$ cat config.mk
export PLATFORM = sky130hd
export DESIGN_NAME = cpu_step_controller
export DESIGN_NICKNAME = d
export VERILOG_FILES = /design/src/rtl/cpu_step_controller_pkg.sv /design/src/rtl/cpu_step_controller_input_sync.sv /design/src/rtl/cpu_step_controller.sv
export SDC_FILE = /design/constraint.sdc
export NUM_CORES = 1
export LEC_CHECK = 0
export BUFFER_PORTS_ARGS = -buffer_cell sky130_fd_sc_hd__buf_2
export CAP_MARGIN = 30
export CORE_MARGIN = 2
export CORE_UTILIZATION = 55
export DETAILED_ROUTE_END_ITERATION = 7
export PLACE_DENSITY = 0.74
export SETUP_SLACK_MARGIN = 0.02
export SLEW_MARGIN = 20
export SYNTH_ARGS = -nofsm -noshare
export SYNTH_HDL_FRONTEND = slang
export SYNTH_SLANG_ARGS = --single-unit
$ cat constraint.sdc
create_clock -name clock -period 2.3 [get_ports clock]
set_input_delay 0.575 -clock clock [delete_from_list [all_inputs] [get_ports clock]]
set_output_delay 0.575 -clock clock [all_outputs]
set_load 0.01 [all_outputs]
$ cat src/rtl/cpu_step_controller_pkg.sv
`default_nettype none
// ============================================================================
// Module : cpu_step_controller_pkg
// Brief  : State encodings and widths shared by the step controller files.
// Rev    : 1.0  initial release
// ============================================================================
package cpu_step_controller_pkg;

    localparam int c_cycle_w = 32;

    typedef enum logic [1:0] {
        ST_HALT  = 2'b00,
        ST_RUN   = 2'b01,
        ST_BURST = 2'b10,
        ST_TRAP  = 2'b11
    } state_t;

endpackage
`default_nettype wire

$ cat src/rtl/cpu_step_controller_input_sync.sv
`default_nettype none
// ============================================================================
// Module : cpu_step_controller_input_sync
// Brief  : Multi-flop synchroniser with registered rising-edge detect.
// Rev    : 1.0  initial release
// ============================================================================
module cpu_step_controller_input_sync #(
    parameter int SYNC_STAGES = 2
) (
    input  logic clock,
    input  logic reset,
    input  logic async_in,
    output logic level,
    output logic rise
);

    logic [SYNC_STAGES-1:0] r_chain;
    logic                   r_level_d;
    logic                   r_rise;

    // Edge is registered so a pin rise shows up SYNC_STAGES+1 clocks later.
    always_ff @(posedge clock or negedge reset) begin
        if (!reset) begin
            r_chain   <= '0;
            r_level_d <= 1'b0;
            r_rise    <= 1'b0;
        end else begin
            r_chain   <= {r_chain[SYNC_STAGES-2:0], async_in};
            r_level_d <= r_chain[SYNC_STAGES-1];
            r_rise    <= r_chain[SYNC_STAGES-1] & ~r_level_d;
        end
    end

    assign level = r_chain[SYNC_STAGES-1];
    assign rise  = r_rise;

endmodule
`default_nettype wire

$ cat src/rtl/cpu_step_controller.sv
`default_nettype none
// ============================================================================
// Module : cpu_step_controller
// Brief  : Run/step/burst controller issuing single-cycle cpu_en pulses.
// Rev    : 1.0  initial release
// ============================================================================
module cpu_step_controller
    import cpu_step_controller_pkg::*;
#(
    parameter int DIV_COUNT   = 25000000,
    parameter int BURST_LEN   = 16,
    parameter int SYNC_STAGES = 2
) (
    input  logic                 clock,
    input  logic                 reset,
    input  logic                 run_sw,
    input  logic                 step_btn,
    input  logic                 burst_btn,
    input  logic                 halt_req,
    output logic                 cpu_en,
    output logic [1:0]           state,
    output logic                 trapped,
    output logic [c_cycle_w-1:0] cycle_count
);

    localparam int c_tick_w  = (DIV_COUNT > 2) ? $clog2(DIV_COUNT) : 1;
    localparam int c_burst_w = $clog2(BURST_LEN + 1);

    logic                 w_run_level;
    logic                 w_step_rise;
    logic                 w_burst_rise;
    logic                 w_tick;

    state_t               r_state;
    logic                 r_cpu_en;
    logic                 r_trapped;
    logic [c_cycle_w-1:0] r_cycle_count;
    logic [c_tick_w-1:0]  r_tick_cnt;
    logic [c_burst_w-1:0] r_remaining;

    cpu_step_controller_input_sync #(.SYNC_STAGES(SYNC_STAGES)) u_sync_run (
        .clock    (clock),
        .reset    (reset),
        .async_in (run_sw),
        .level    (w_run_level),
        .rise     ()
    );

    cpu_step_controller_input_sync #(.SYNC_STAGES(SYNC_STAGES)) u_sync_step (
        .clock    (clock),
        .reset    (reset),
        .async_in (step_btn),
        .level    (),
        .rise     (w_step_rise)
    );

    cpu_step_controller_input_sync #(.SYNC_STAGES(SYNC_STAGES)) u_sync_burst (
        .clock    (clock),
        .reset    (reset),
        .async_in (burst_btn),
        .level    (),
        .rise     (w_burst_rise)
    );

    assign w_tick = (r_tick_cnt == c_tick_w'(DIV_COUNT - 1));

    always_ff @(posedge clock or negedge reset) begin
        if (!reset) begin
            r_state       <= ST_HALT;
            r_cpu_en      <= 1'b0;
            r_trapped     <= 1'b0;
            r_cycle_count <= '0;
            r_tick_cnt    <= '0;
            r_remaining   <= '0;
        end else begin
            r_cpu_en      <= 1'b0;
            r_cycle_count <= r_cycle_count + {{(c_cycle_w-1){1'b0}}, r_cpu_en};

            if (r_state == ST_RUN || r_state == ST_BURST)
                r_tick_cnt <= w_tick ? '0 : r_tick_cnt + 1'b1;
            else
                r_tick_cnt <= '0;

            // A trap request overrides any tick or step edge in the same cycle.
            if (halt_req && r_state != ST_TRAP) begin
                r_state   <= ST_TRAP;
                r_trapped <= 1'b1;
            end else begin
                case (r_state)
                    ST_TRAP: begin
                        if (w_step_rise) begin
                            r_state   <= ST_HALT;
                            r_trapped <= 1'b0;
                        end
                    end
                    ST_RUN: begin
                        if (!w_run_level)
                            r_state <= ST_HALT;
                        else if (w_tick)
                            r_cpu_en <= 1'b1;
                    end
                    ST_HALT: begin
                        if (w_run_level) begin
                            r_state    <= ST_RUN;
                            r_tick_cnt <= '0;
                        end else if (w_burst_rise) begin
                            r_state     <= ST_BURST;
                            r_remaining <= c_burst_w'(BURST_LEN);
                            r_tick_cnt  <= '0;
                        end else if (w_step_rise) begin
                            r_cpu_en <= 1'b1;
                        end
                    end
                    ST_BURST: begin
                        if (w_tick) begin
                            r_cpu_en    <= 1'b1;
                            r_remaining <= r_remaining - 1'b1;
                            if (r_remaining == c_burst_w'(1))
                                r_state <= ST_HALT;
                        end
                    end
                    default: r_state <= ST_HALT;
                endcase
            end
        end
    end

    assign cpu_en      = r_cpu_en;
    assign state       = r_state;
    assign trapped     = r_trapped;
    assign cycle_count = r_cycle_count;

endmodule
`default_nettype wire

## Word level (Yosys, flattened, before mapping)

Index checks and enable logic that the tools add are counted.

| storage, ports and cells | value |
|---|---|
| flip-flop bits (word level) | 76 |
| output and inout bits | 36 |
| bits of input ports | 6 |

| cells by class | value |
|---|---|
| bitwise logic cells | 5 |
| $add $sub $neg | 3 |
| multiplexer cells | 28 |
| reductions and logical operators | 9 |
| equal/unequal tests | 14 |

Operators with widths:

| operator | count |
|---|---|
| $mux W25 | 6 |
| $add A32 B1 Y32 | 1 |
| $add A25 B1 Y25 const B | 1 |
| $eq A25 B25 Y1 const B | 1 |
| $mux W5 | 3 |
| $mux W2 | 7 |
| $pmux W5 S2 | 1 |
| $reduce_and A5 Y1 | 2 |
| $mux W1 | 9 |
| $pmux W2 S4 | 1 |
| $ne A2 B2 Y1 const B | 3 |
| $ne A3 B2 Y1 const B | 2 |
| $reduce_bool A2 Y1 | 3 |
| $eq A5 B1 Y1 const B | 1 |
| $sub A5 B1 Y5 const B | 1 |
| $eq A2 B2 Y1 const B | 2 |
| $ne A4 B2 Y1 const B | 1 |
| $ne A3 B1 Y1 const B | 1 |
| $ne A3 B3 Y1 const B | 1 |
| $not A1 Y1 | 3 |
| $pmux W1 S3 | 1 |
| $and A1 B1 Y1 | 2 |
| $eq A2 B1 Y1 const B | 1 |
| $logic_not A2 Y1 | 1 |
| 4 further kinds | 4 |

## Depth between registers and ports, before layout

| logic depth | value |
|---|---|
| word-level depth | 7 |
| depth in mapped cells | 8 |
| depth with buffers taken out | 7 |

## Modules after synthesis

Synthesis repeated with hierarchy kept, for this count alone.

| unflattened totals | value |
|---|---|
| cell total of the unflattened synthesis | 334 |
| area, all modules | 3,603.5 µm² |

By module, submodules not included:

| module | instances | area each (µm²) | cells an instance |
|---|---|---|---|
| cpu_step_controller | 1 | 3,261.9 | 319 |
| cpu_step_controller_input_sync | 3 | 113.9 | 5 |

## Worst setup path after synthesis

OpenSTA, ideal clock, no wires.

| timing | value |
|---|---|
| kind | flip-flop to flip-flop |
| start point | register r_state[0] (netlist: state[0]) |
| end point | register r_remaining[2] |
| cell stages (with the launch flop) | 8 |
| buffers on the path | 0 |
| arrival time | 1.835 ns |
| data required time | 2.213 ns |
| path slack | 0.378 ns |
| library setup time | 0.087 ns |
| period minus slack after synthesis | 1.922 ns |
| cell sequence | dfrtp_1 inv_1 ha_1 nand2b_1 a21oi_1 nand2_1 or4_2 o211ai_1 |

| on the way | value |
|---|---|
| cells in the longest elaborated chain, start to end | 4 |
| elaborated cells between the ends (all ways) | 11 |
| classes of those cells | 5 x eq/ne; 1 x mux; 1 x bitwise; 4 x reduce/logical |

RTL lines:

| item | line | source |
|---|---|---|
| start, declared | cpu_step_controller.sv:34 | `state_t r_state;` |
| start signal, assigned | cpu_step_controller.sv:69 | `r_state <= ST_HALT;` |
| start signal, assigned | cpu_step_controller.sv:86 | `r_state <= ST_TRAP;` |
| start signal, assigned | cpu_step_controller.sv:92 | `r_state <= ST_HALT;` |
| branches (longest 4 deep; another with $reduce_and A5 Y1) | -- |  |
| end signal, assigned | cpu_step_controller.sv:108 | `r_remaining <= c_burst_w'(BURST_LEN);` |
| end signal, assigned | cpu_step_controller.sv:117 | `r_remaining <= r_remaining - 1'b1;` |
| end, declared | cpu_step_controller.sv:39 | `logic [c_burst_w-1:0] r_remaining;` |

Parallel ways; which one is timed is not known.
A chain may end at the register's enable or synchronous reset.

## Final worst setup path

Ends and elaborated chain as after synthesis.

==> results.md <==
- Status: finished clean
- RSZ-0062 raised after global routing: no
- Yosys top cell by area: dfrtp_1
- Port Buffer Count: 41
- CTS Hold Bufs: 0
- Maximum clock rate: roughly 500 MHz
- Crit path to: r_remaining[2]
- Most common cell after layout, fill and taps aside: dfrtp_1
- Worst setup path start: state[0]
- Worst R2R Start: state[0]
- DR WL/cell: ~14 um
- Router iterations before antenna repair: 4
- Initial antenna violation count: 0
- Worst endpoint required time: ~2.6 ns
- Drt total wl: ~6600 um
- Clk buf depth: 2
- Final critical-path required period: 2.05 ns
- Remaining global-route overflow: 0
- Via count: around 2,500
- Share of cells above drive strength 1: roughly 18%
- Measured slew at the worst slew-check pin: approximately 0.6 ns
- Final Non-Filler Cells: 457
- Skew final: about 0.013 ns
- Crit-path max FO: 8
- Clk slew on worst S/H paths: 0.09 ns
- Final setup fails: 0
- CTS tree: built
- Hold Crit Class: input port to asynchronous set/reset pin
- Slew headroom: 59.2%
- Via/cell ratio: 5.55
- DRC Markers: 0
- Die footprint: ~7000 sq um
- Mapped Nets: 340
- Area added between synthesis and finish: 16.2%
- Finished Cell Area: between 4000 and 5000 sq um
- Starting Density: 57.7%
- CP Class: flop to flop
- CP arrival: 2.32 ns
- Vias in the first global route: around 2,500
- Seq cells post-synth: 76
- Ant diodes: 0
- Most frequent cells in the layout: dfrtp_1 (76), nor2_1 (41), buf_2 (40)
- Die Span X: ~84 um
- Crit share post-route: 89.2%
- IO Pins: 42
- H-tree depth: 3
- Core Region: between 6000 and 7000 sq um
- GP Congestion: slightly below 0.9
- LEAKAGE: between 0.0015 and 0.002 uW
- YS warnings: 0
- Syn_area_per_cell: ~11 sq um
- Total Routing Usage GR: 20.4%
- Max rail drop VDD: roughly 500 uV
- Worst R2R End: r_remaining[2]
- PostCTS Resize Cnt: 0
- Post-Route Setup TNS: 0 ns
- Top cell type's share of synthesized area: 54.7%
- Clock sinks: 76
- Fin. max-slew vios: 0
- Ranking of synthesized cells by area: dfrtp_1 (55%), xnor2_1 (7.6%), xor2_1 (5.8%)
- PwrDens: about 820 nW/um^2
- Setup crit end kind: flop
- Initial DRC count: roughly 180
- Placed insts: ~440
- Mapped Area: between 3000 and 4000 sq um
- Seq/Total Area, Yosys: 54.7%
- First-pass GRT wire length: 11,600 um
- Setup slack, reg-to-reg: between 0.2 and 0.25 ns
- Final core occ: approximately two thirds
- Clock latency on the worst-skew pair: between 0.3 and 0.4 ns
- Chip height: 83.5 um
- Largest net degree at the start of global routing: 42
- Number of setup buffers added after CTS: 0
- Post-route antenna net violation count: 0
- Placement Cell Area: 3810 sq um
- Cell count of the worst reg-to-reg path: 7
- Root Buffer: clkbuf_8
- Max-cap viol count: 0
- Unique cell type count in the Yosys netlist: roughly 40
- Hold Vio Cnt, Final: 0
- Cell Rows: 28
- Post-DP HPWL: about 4500 um
- Critical Path Start Type: flop
- Nets: 393
- Total CTS buffers: 9
- Post-synthesis cell count: between 300 and 400
[state kept, by name (all words and copies together), names as in the netlist, 2 cells and up]
signal	count
r_tick_cnt	25
cycle_count	32
state	2
u_sync_run.r_chain	2
u_sync_step.r_chain	2
r_remaining	5
u_sync_burst.r_chain	2
[per-layer routing]
layer	vias up	global-route usage, %	wire length, um
li1	1227	-	-
met1	1234	28.7	3080
met2	65	31.4	3110
met3	12	4.25	280
met4	0	8.06	117
met5	-	0	0
[cell type report]
type                    instances  area, sq um
fillers                       473         1980
flip-flops and latches         76         1900
clock inverters                 6          114
well taps                      75         93.8
repair buffers                 46          258
multi-input cells             235         1520
inverters                      10         37.5
clock buffers                   9          124
[critical path: stages (launching register included)]
cell      delay, ns
dfrtp_1        0.42
inv_1          0.12
ha_1           0.30
nand3b_1       0.13
a21oi_1        0.16
nand2_1        0.07
or4_2          0.58
o211ai_1       0.19
[report_power, final]
group	switching (uW)	internal (uW)	total, uW
Clock	484	716	1200
Sequential	74.3	1420	1500
Combinational	391	228	619
[stage by stage]
| stage | total power [uW] | hold WS (ns) | setup WS, ns |
|---|---|---|---|
| after global placement | 2120 | 0.336 | 0.367 |
| after floorplan | 1940 | 0.279 | 0.378 |
| after global routing | 3500 | 0.242 | 0.0974 |
| after detailed placement | 2130 | 0.337 | 0.265 |
| after CTS | 3340 | 0.215 | 0.254 |
| final | 3320 | 0.199 | 0.248 |
[cell usage after synthesis]
| master | instances |
|---|---|
| or4_4 | 1 |
| or2_1 | 1 |
| buf_6 | 1 |
| nor4bb_1 | 1 |
| dfrtp_1 | 76 |
| o41ai_1 | 1 |
| and2_1 | 1 |
| nand3b_1 | 1 |
| or3_1 | 1 |
| and4bb_2 | 2 |
| nor2_1 | 41 |
| nand2b_1 | 3 |
| a21oi_1 | 6 |
| xor2_1 | 23 |
| mux2i_1 | 2 |
| nor2b_1 | 4 |
| a221o_2 | 1 |
| a21o_1 | 1 |
| clkbuf_1 | 1 |
| or4_2 | 1 |
| o22ai_1 | 2 |
| nor4_2 | 1 |
| o21ai_0 | 2 |
| nor4_1 | 2 |
| and4_1 | 4 |
| nand4b_1 | 1 |
| inv_1 | 10 |
| or4_1 | 1 |
| nor3_1 | 6 |
| and3_1 | 7 |
| a32oi_1 | 2 |
| nand4_1 | 14 |
| a221o_1 | 2 |
| buf_2 | 2 |
| xnor2_1 | 30 |
| or2_2 | 1 |
| nand3_1 | 26 |
| ha_1 | 9 |
| nand2_1 | 29 |
| o311ai_0 | 1 |
| o211ai_1 | 4 |
[worst min-delay path by stage]
stage / end / startpoint / slack, ns
global placement: u_sync_burst.r_chain[1] / u_sync_burst.r_chain[0] / 0.34
finish: r_remaining[0] / reset / 0.20
global route: r_remaining[1] / reset / 0.24
detailed placement: u_sync_run.r_chain[1] / u_sync_run.r_chain[0] / 0.34
CTS: r_tick_cnt[21] / reset / 0.21
floorplan: cpu_en / reset / 0.28
[logic make-up after synthesis]
logic type | Yosys count | share of synthesized area [%]
fa+ha+maj | 9 | 3.24
xor+xnor | 53 | 13.3
simple gates | 149 | 21.9
mux | 2 | 0.575
compound gates | 22 | 4.50
buf+inv | 14 | 1.80
flops | 76 | 54.7
Power figures use the tool's default switching activity.
